--- src/rtl/sync_fifo_param.sv ---
// Parametrised single-clock FIFO with occupancy count, threshold flags,
// sticky overflow/underflow errors, registered read data and synchronous flush.
module sync_fifo_param #(
  parameter int unsigned DATA_W    = 8,
  parameter int unsigned DEPTH     = 16,
  parameter int unsigned AF_THRESH = 14,
  parameter int unsigned AE_THRESH = 2
) (
  input  logic                     clk,
  input  logic                     rst,
  input  logic                     flush,
  input  logic                     wr_en,
  input  logic [DATA_W-1:0]        d_in,
  input  logic                     rd_en,
  output logic [DATA_W-1:0]        d_out,
  output logic                     rd_valid,
  output logic                     full,
  output logic                     empty,
  output logic                     almost_full,
  output logic                     almost_empty,
  output logic [$clog2(DEPTH):0]   count,
  output logic                     overflow,
  output logic                     underflow,
  input  logic                     clr_err
);

  localparam int unsigned ADDR_W = $clog2(DEPTH);
  localparam logic [ADDR_W:0] PtrOne  = (ADDR_W + 1)'(1);
  localparam logic [ADDR_W:0] AfLevel = (ADDR_W + 1)'(AF_THRESH);
  localparam logic [ADDR_W:0] AeLevel = (ADDR_W + 1)'(AE_THRESH);

  logic [DATA_W-1:0] mem [DEPTH];

  logic [ADDR_W:0]   wr_ptr_q, wr_ptr_d;
  logic [ADDR_W:0]   rd_ptr_q, rd_ptr_d;
  logic [DATA_W-1:0] d_out_q, d_out_d;
  logic              rd_valid_q, rd_valid_d;
  logic              overflow_q, overflow_d;
  logic              underflow_q, underflow_d;
  logic              wr_acc, rd_acc;

  // Flags and count come only from the registered pointers.
  always_comb begin
    empty        = (wr_ptr_q == rd_ptr_q);
    full         = (wr_ptr_q[ADDR_W] != rd_ptr_q[ADDR_W]) &&
                   (wr_ptr_q[ADDR_W-1:0] == rd_ptr_q[ADDR_W-1:0]);
    count        = wr_ptr_q - rd_ptr_q;
    almost_full  = (count >= AfLevel);
    almost_empty = (count <= AeLevel);
  end

  always_comb begin
    wr_acc      = wr_en && !full && !flush;
    rd_acc      = rd_en && !empty && !flush;
    wr_ptr_d    = wr_ptr_q;
    rd_ptr_d    = rd_ptr_q;
    d_out_d     = d_out_q;
    rd_valid_d  = rd_acc;
    overflow_d  = overflow_q;
    underflow_d = underflow_q;

    if (flush) begin
      wr_ptr_d = '0;
      rd_ptr_d = '0;
    end else begin
      if (wr_acc) wr_ptr_d = wr_ptr_q + PtrOne;
      if (rd_acc) begin
        rd_ptr_d = rd_ptr_q + PtrOne;
        d_out_d  = mem[rd_ptr_q[ADDR_W-1:0]];
      end
    end

    // Clear first so a same-cycle error event wins over clr_err.
    if (clr_err) begin
      overflow_d  = 1'b0;
      underflow_d = 1'b0;
    end
    if (wr_en && full && !flush)  overflow_d  = 1'b1;
    if (rd_en && empty && !flush) underflow_d = 1'b1;
  end

  always_ff @(posedge clk or posedge rst) begin
    if (rst) begin
      wr_ptr_q    <= '0;
      rd_ptr_q    <= '0;
      d_out_q     <= '0;
      rd_valid_q  <= 1'b0;
      overflow_q  <= 1'b0;
      underflow_q <= 1'b0;
    end else begin
      wr_ptr_q    <= wr_ptr_d;
      rd_ptr_q    <= rd_ptr_d;
      d_out_q     <= d_out_d;
      rd_valid_q  <= rd_valid_d;
      overflow_q  <= overflow_d;
      underflow_q <= underflow_d;
    end
  end

  // Storage is deliberately not reset.
  always_ff @(posedge clk) begin
    if (wr_acc) mem[wr_ptr_q[ADDR_W-1:0]] <= d_in;
  end

  assign d_out     = d_out_q;
  assign rd_valid  = rd_valid_q;
  assign overflow  = overflow_q;
  assign underflow = underflow_q;

endmodule

--- config.mk ---
export PLATFORM = sky130hd
export DESIGN_NAME = sync_fifo_param
export DESIGN_NICKNAME = d
export VERILOG_FILES = /design/src/rtl/sync_fifo_param.sv
export SDC_FILE = /design/constraint.sdc
export NUM_CORES = 1
export LEC_CHECK = 0
export CAP_MARGIN = 10
export CORE_UTILIZATION = 30
export CTS_BUF_LIST = sky130_fd_sc_hd__clkbuf_8
export DETAILED_ROUTE_END_ITERATION = 12
export SLEW_MARGIN = 30
export SYNTH_ARGS = -nofsm -noshare
export SYNTH_HDL_FRONTEND = slang
export SYNTH_SLANG_ARGS = --single-unit
--- constraint.sdc ---
create_clock -name clk -period 3.82 [get_ports clk]
set_input_delay 0.382 -clock clk [delete_from_list [all_inputs] [get_ports clk]]
set_output_delay 0.382 -clock clk [all_outputs]
set_load 0.05 [all_outputs]
# ---- Word level (Yosys, flattened, before mapping)
# Memories as Yosys holds them, arrays and structs flattened. A register that Yosys moved wholly into a read port is not among the register bits.
# Cells that the tools add are included.
dict set report word_totals {
  reg_bits 13
  mem_count 1
  out_inout_bits 20
  mem_bits_rw 128
  input_bits 14
  word_cells 41
}
# memory words width rd rd_clocked_by_memory_dff write_ports line_no
set mem_list {}
lappend mem_list {mem 16 8 1 1 1 32} ;# logic [DATA_W-1:0] mem [DEPTH];
dict set report classes {
  eq_ne 3
  reduce_logical 17
  add_sub_neg 3
  bitwise 1
  muxes 9
  order_cmp 2
}
# operator count
set ops {}
lappend ops {{5-bit two-way mux} 4}
lappend ops {{5-bit by 1-bit adder with 5-bit output (second input constant)} 2}
lappend ops {{1-bit logical AND} 9}
lappend ops {{2-bit nonzero test} 4}
lappend ops {{5-bit == test} 1}
lappend ops {{5-bit by 4-bit >= comparator with 1-bit output (second input constant)} 1}
lappend ops {{5-bit by 2-bit less-or-equal comparator with 1-bit output (second input constant)} 1}
lappend ops {{1-bit two-way mux} 5}
lappend ops {{5-bit subtractor} 1}
lappend ops {{4-bit == test} 1}
lappend ops {{1-bit logical NOT} 3}
lappend ops {{2-bit AND reduction} 1}
lappend ops {{1-bit != test} 1}
lappend ops {{1-bit NOT} 1}

# ---- Logic depth before layout (Yosys ltp)
dict set report logic_depth {
  ltp_word 7
  depth_mapped 10
  ltp_nobuf 8
}

# ---- Least setup slack after synthesis
# No wires, ideal clock.
dict set report synth_path {
  path_kind {reg-to-output}
  from {register rd_ptr_q[1]}
  to {output almost_empty}
  path_buffers 3
  setup_slack_ps 47
  required_ps 3438
  arrival_time_ps 3391
  path_stages_with_launch 10
  cell_sequence {dfrtp_1 buf_4 buf_4 buf_4 inv_1 fa_1 a21o_1 a21oi_1 xnor2_1 a211oi_1}
}
dict set report synth_between {
  elab_chain_cells 2
}
# element line_no
set synth_rtl {}
lappend synth_rtl {{from (decl)} 35} ;# logic [ADDR_W:0] rd_ptr_q, rd_ptr_d;
lappend synth_rtl {{from (signal assigned)} 92} ;# rd_ptr_q <= rd_ptr_d;
lappend synth_rtl {{5-bit subtractor} 47} ;# count = wr_ptr_q - rd_ptr_q;
lappend synth_rtl {{named net count[4]} 21} ;# output logic [$clog2(DEPTH):0] count,
lappend synth_rtl {{5-bit by 2-bit less-or-equal comparator with 1-bit output} 49} ;# almost_empty = (count <= AeLevel);
lappend synth_rtl {{to (decl)} 20} ;# output logic almost_empty,
# The timed path passes the listed nets, and every way through them passes these cells.

# ---- Worst setup path after layout
dict set report layout_path {
  from {register wr_ptr_q[0]}
  to {output almost_full}
}
dict set report layout_between {
  elab_chain_cells 2
}
# element line_no
set layout_rtl {}
lappend layout_rtl {{from (decl)} 34} ;# logic [ADDR_W:0] wr_ptr_q, wr_ptr_d;
lappend layout_rtl {{from (signal assigned)} 91} ;# wr_ptr_q <= wr_ptr_d;
lappend layout_rtl {{5-bit subtractor} 47}
lappend layout_rtl {{5-bit by 4-bit >= comparator with 1-bit output} 48} ;# almost_full = (count >= AfLevel);
lappend layout_rtl {{to (decl)} 19} ;# output logic almost_full,
# No other way between the ends.

==> out/summary.txt <==
internal power: 2.685 mW
ys flop type: edfxtp_1
placed inst area: 6739 um^2
Final Core Density: 36.02%
Max clock buf depth: 2
TritonCTS clock tree: built
number of nets in the layout: 434
FILL cells: 1843
pin count of the biggest net entering global routing: 52
total gr overflow: 0
Switch Pwr: 1.150 mW
crit path DAT: 3.16 ns
WL final: 13040 um
Warnings, synthesis: 0
clk_skew: 0.01015 ns
Yosys cell types: 43
power share of the sequential group: 49.2%
relative slew slack: 38.05%
Die ar.: 20970 um^2
CP Max Fanout: 4
post-synthesis adder-cell area fraction: 2.168%
via count: 3282
cell area after layout: 7102 um^2
synthesized area per cell: 16.76 um^2
# diodes: 0
effective utilization at floorplan: 31.03%
P_leak: 2.294 nW
first-pass GRT wire length: 19900 um
Setup WS post-layout: 0.2745 ns
drt pass-1 iters: 4
top cells by area, synth: edfxtp_1 (63%), dfrtp_1 (8.6%), mux4_2 (5.9%), mux2i_1 (5.6%), nor2_1 (2.3%)
status: complete, no violations
initial antenna violation count: 0
CTS clk-pin slew, worst paths: 0.08 ns
Post-Synthesis Cells: 365
postcts setup bufs: 0
core footprint: 19720 um^2
Final GP Congestion: 0.8059
worst vdd ir: 211.2 uV
Seq/Total Area, Yosys: 71.41%
post-synthesis simple-gate area fraction: 5.051%
area of the multi-input gates: 1602 um^2
xor and xnor area share after synthesis: 1.534%
Iteration-0 DRC Markers: 250
HPWL after DPL: 8497 um
htree depth: 4
largest family of logic cells by synthesized area: multiplexers
number of vias per cell: 4.770
Compound-Gate Fraction of Synth Area: 5.971%
max incr delay on CP: 0.81 ns
Synth Cell Area: 6118 um^2
worst slew pin tran: 0.9293 ns
Skew-Pair Late Insertion Delay: 0.45 ns
clock root buffer: clkbuf_8
vias in the first global route: 3449
Total GRT Usage: 13.62%
Seq cells post-synth: 149
Routed Antenna Nets: 0
clock network fraction of design power: 28.6%
# IOs: 34
CP Class: register to output port
die height: 144.8 um
Rows: 51
Mapped Nets: 389
total power: 3.835 mW
Layout area overhead: 16.07%
CTS Hold Bufs: 0
pre-CTS setup slack: 0.6055 ns
Required @ worst endpoint: 3.44 ns
share of layout cells above drive strength 1: 13.24%
Crit path buffers/inverters: 3
pwr dens: 539.9 nW/um^2
combined flip-flop and latch cell area: 4370 um^2
TritonCTS Buffers: 17
Port Buf Inserts: 33
cell mode on critical path: inv_1
final-report setup violation count: 0
Crit-path slowest cell: clkdlybuf4s50_1
CP top delay family: buffers and inverters
RSZ-0062 raised after global routing: no
Hold Crit Class: input port to asynchronous set/reset pin
share of the synthesized area in the top cell type: 62.82%
routed len/inst: 18.95 um
post-synth top area cell: edfxtp_1
CP Capture Type: output port
Fmax achieved: 282.0 MHz
crit-path cells: inv_1, ha_1, inv_1, fa_1, a21o_1, a21oi_1, xnor2_1, a41o_1, clkdlybuf4s50_1
Fin. Hold Viols: 0
Setup TNS: 0 ns
die width: 144.8 um
switching share of total power: 29.99%
final period utilization: 92.81%
Setup crit start kind: register
mux cell area share after synthesis: 11.45%
Post-synth EDFFs: 128
Slew Limit Fails: 0
Residual DRC: 0
post-layout minimum cycle time: 3.546 ns
fraction of registers with async set/reset: 14.09%
CTS Sinks: 149
Max Cap Viol: 0
Logic pwr share: 22.2%
[routing by layer]
layer  share of wire, %  track usage (%)  up-vias
li1                   -                -     1510
met1                 43            17.24     1645
met2                 48            21.28      106
met3                6.0            4.047       21
met4                2.9            6.648        0
met5                  0                0        -
[worst paths after layout]
path                        startpoint          end  slack [ns]  cells after the start
max                        wr_ptr_q[0]  almost_full        0.27                      9
min                                rst  rd_ptr_q[2]        0.30                      2
max reg2reg                rd_ptr_q[3]   mem[13][1]        1.04                      6
min reg2reg                   overflow     overflow        0.53                      2
max in group asynchronous          rst  rd_ptr_q[1]        3.09                      2
min in group clk               clr_err     overflow        0.53                      2
[layout make-up]
| class | instances | share of cell area [%] |
|---|---|---|
| Clock buffer | 21 | 4.070 |
| Clock inverter | 11 | 1.004 |
| Inverter | 10 | 0.5285 |
| Multi-Input combinational cell | 190 | 22.55 |
| Sequential cell | 149 | 61.54 |
| Tap cell | 265 | 4.669 |
| Timing Repair Buffer | 42 | 5.638 |
[flip-flops by register name, summed over array words and instances, names as in the netlist]
signal and flops:
rd_valid 1, mem 128, overflow 1, d_out 8
underflow 1, rd_ptr_q 5, wr_ptr_q 5
[kinds of logic (layout without fill, tap and decap cells)]
family / count (synthesis) / count (layout)
AO/OA/AOI/OAI: 54 / 54
XOR/XNOR: 9 / 9
adder cells (fa/ha/maj): 10 / 10
buffers and inverters: 26 / 84
flip-flops: 149 / 149
multiplexers: 50 / 50
AND/OR/NAND/NOR: 67 / 67
[cells in the mapped netlist, types with 5 or more instances]
library cell  number
dfrtp_1           21
a31oi_1            8
o21ai_0            5
mux2i_1           34
edfxtp_1         128
nand2_1            6
buf_4              7
ha_1               9
nor2_1            38
a21oi_1            5
a22oi_1            8
inv_1             10
mux4_2            16
o22ai_1           16
[placed cells by master (no fill, tap or decap), drive strengths merged, types with 2 or more instances in the layout]
master,n
edfxtp,128
nor2,38
mux2i,34
clkdlybuf4s50,32
clkbuf,21
dfrtp,21
mux4,16
o22ai,16
inv,16
ha,9
buf,9
a22oi,8
a31oi,8
nand2,6
o21ai,6
a21oi,6
xor2,5
nand2b,4
or3,4
nor3,4
xnor2,4
clkinv,4
o211ai,3
nor2b,2
nand3,2
nand3b,2
a21o,2
o32ai,2
[per-stage QoR]
stage	hold slack (ns)	cells
final	0.3039	688
after global routing	0.3425	688
after CTS	0.4375	688
after detailed placement	0.5245	656
after global placement	0.5175	656
after floorplan	0.3585	365
[what timing repair did]
action                     4_1_cts  5_1_grt
gates resized for setup          0        1
hold endpoints to repair         0        0
setup endpoints to repair        0        1
[power by group through the flow]
stage,Clock (mW),Combinational [mW],Sequential [mW]
after floorplan,0,0.427,2.06
after CTS,1.12,0.860,1.89
after detailed placement,0,0.857,1.92
final,1.10,0.851,1.89
after global placement,0,0.841,1.92
after global routing,1.20,0.910,1.89
Note: power is estimated with default switching activity, not from simulation.
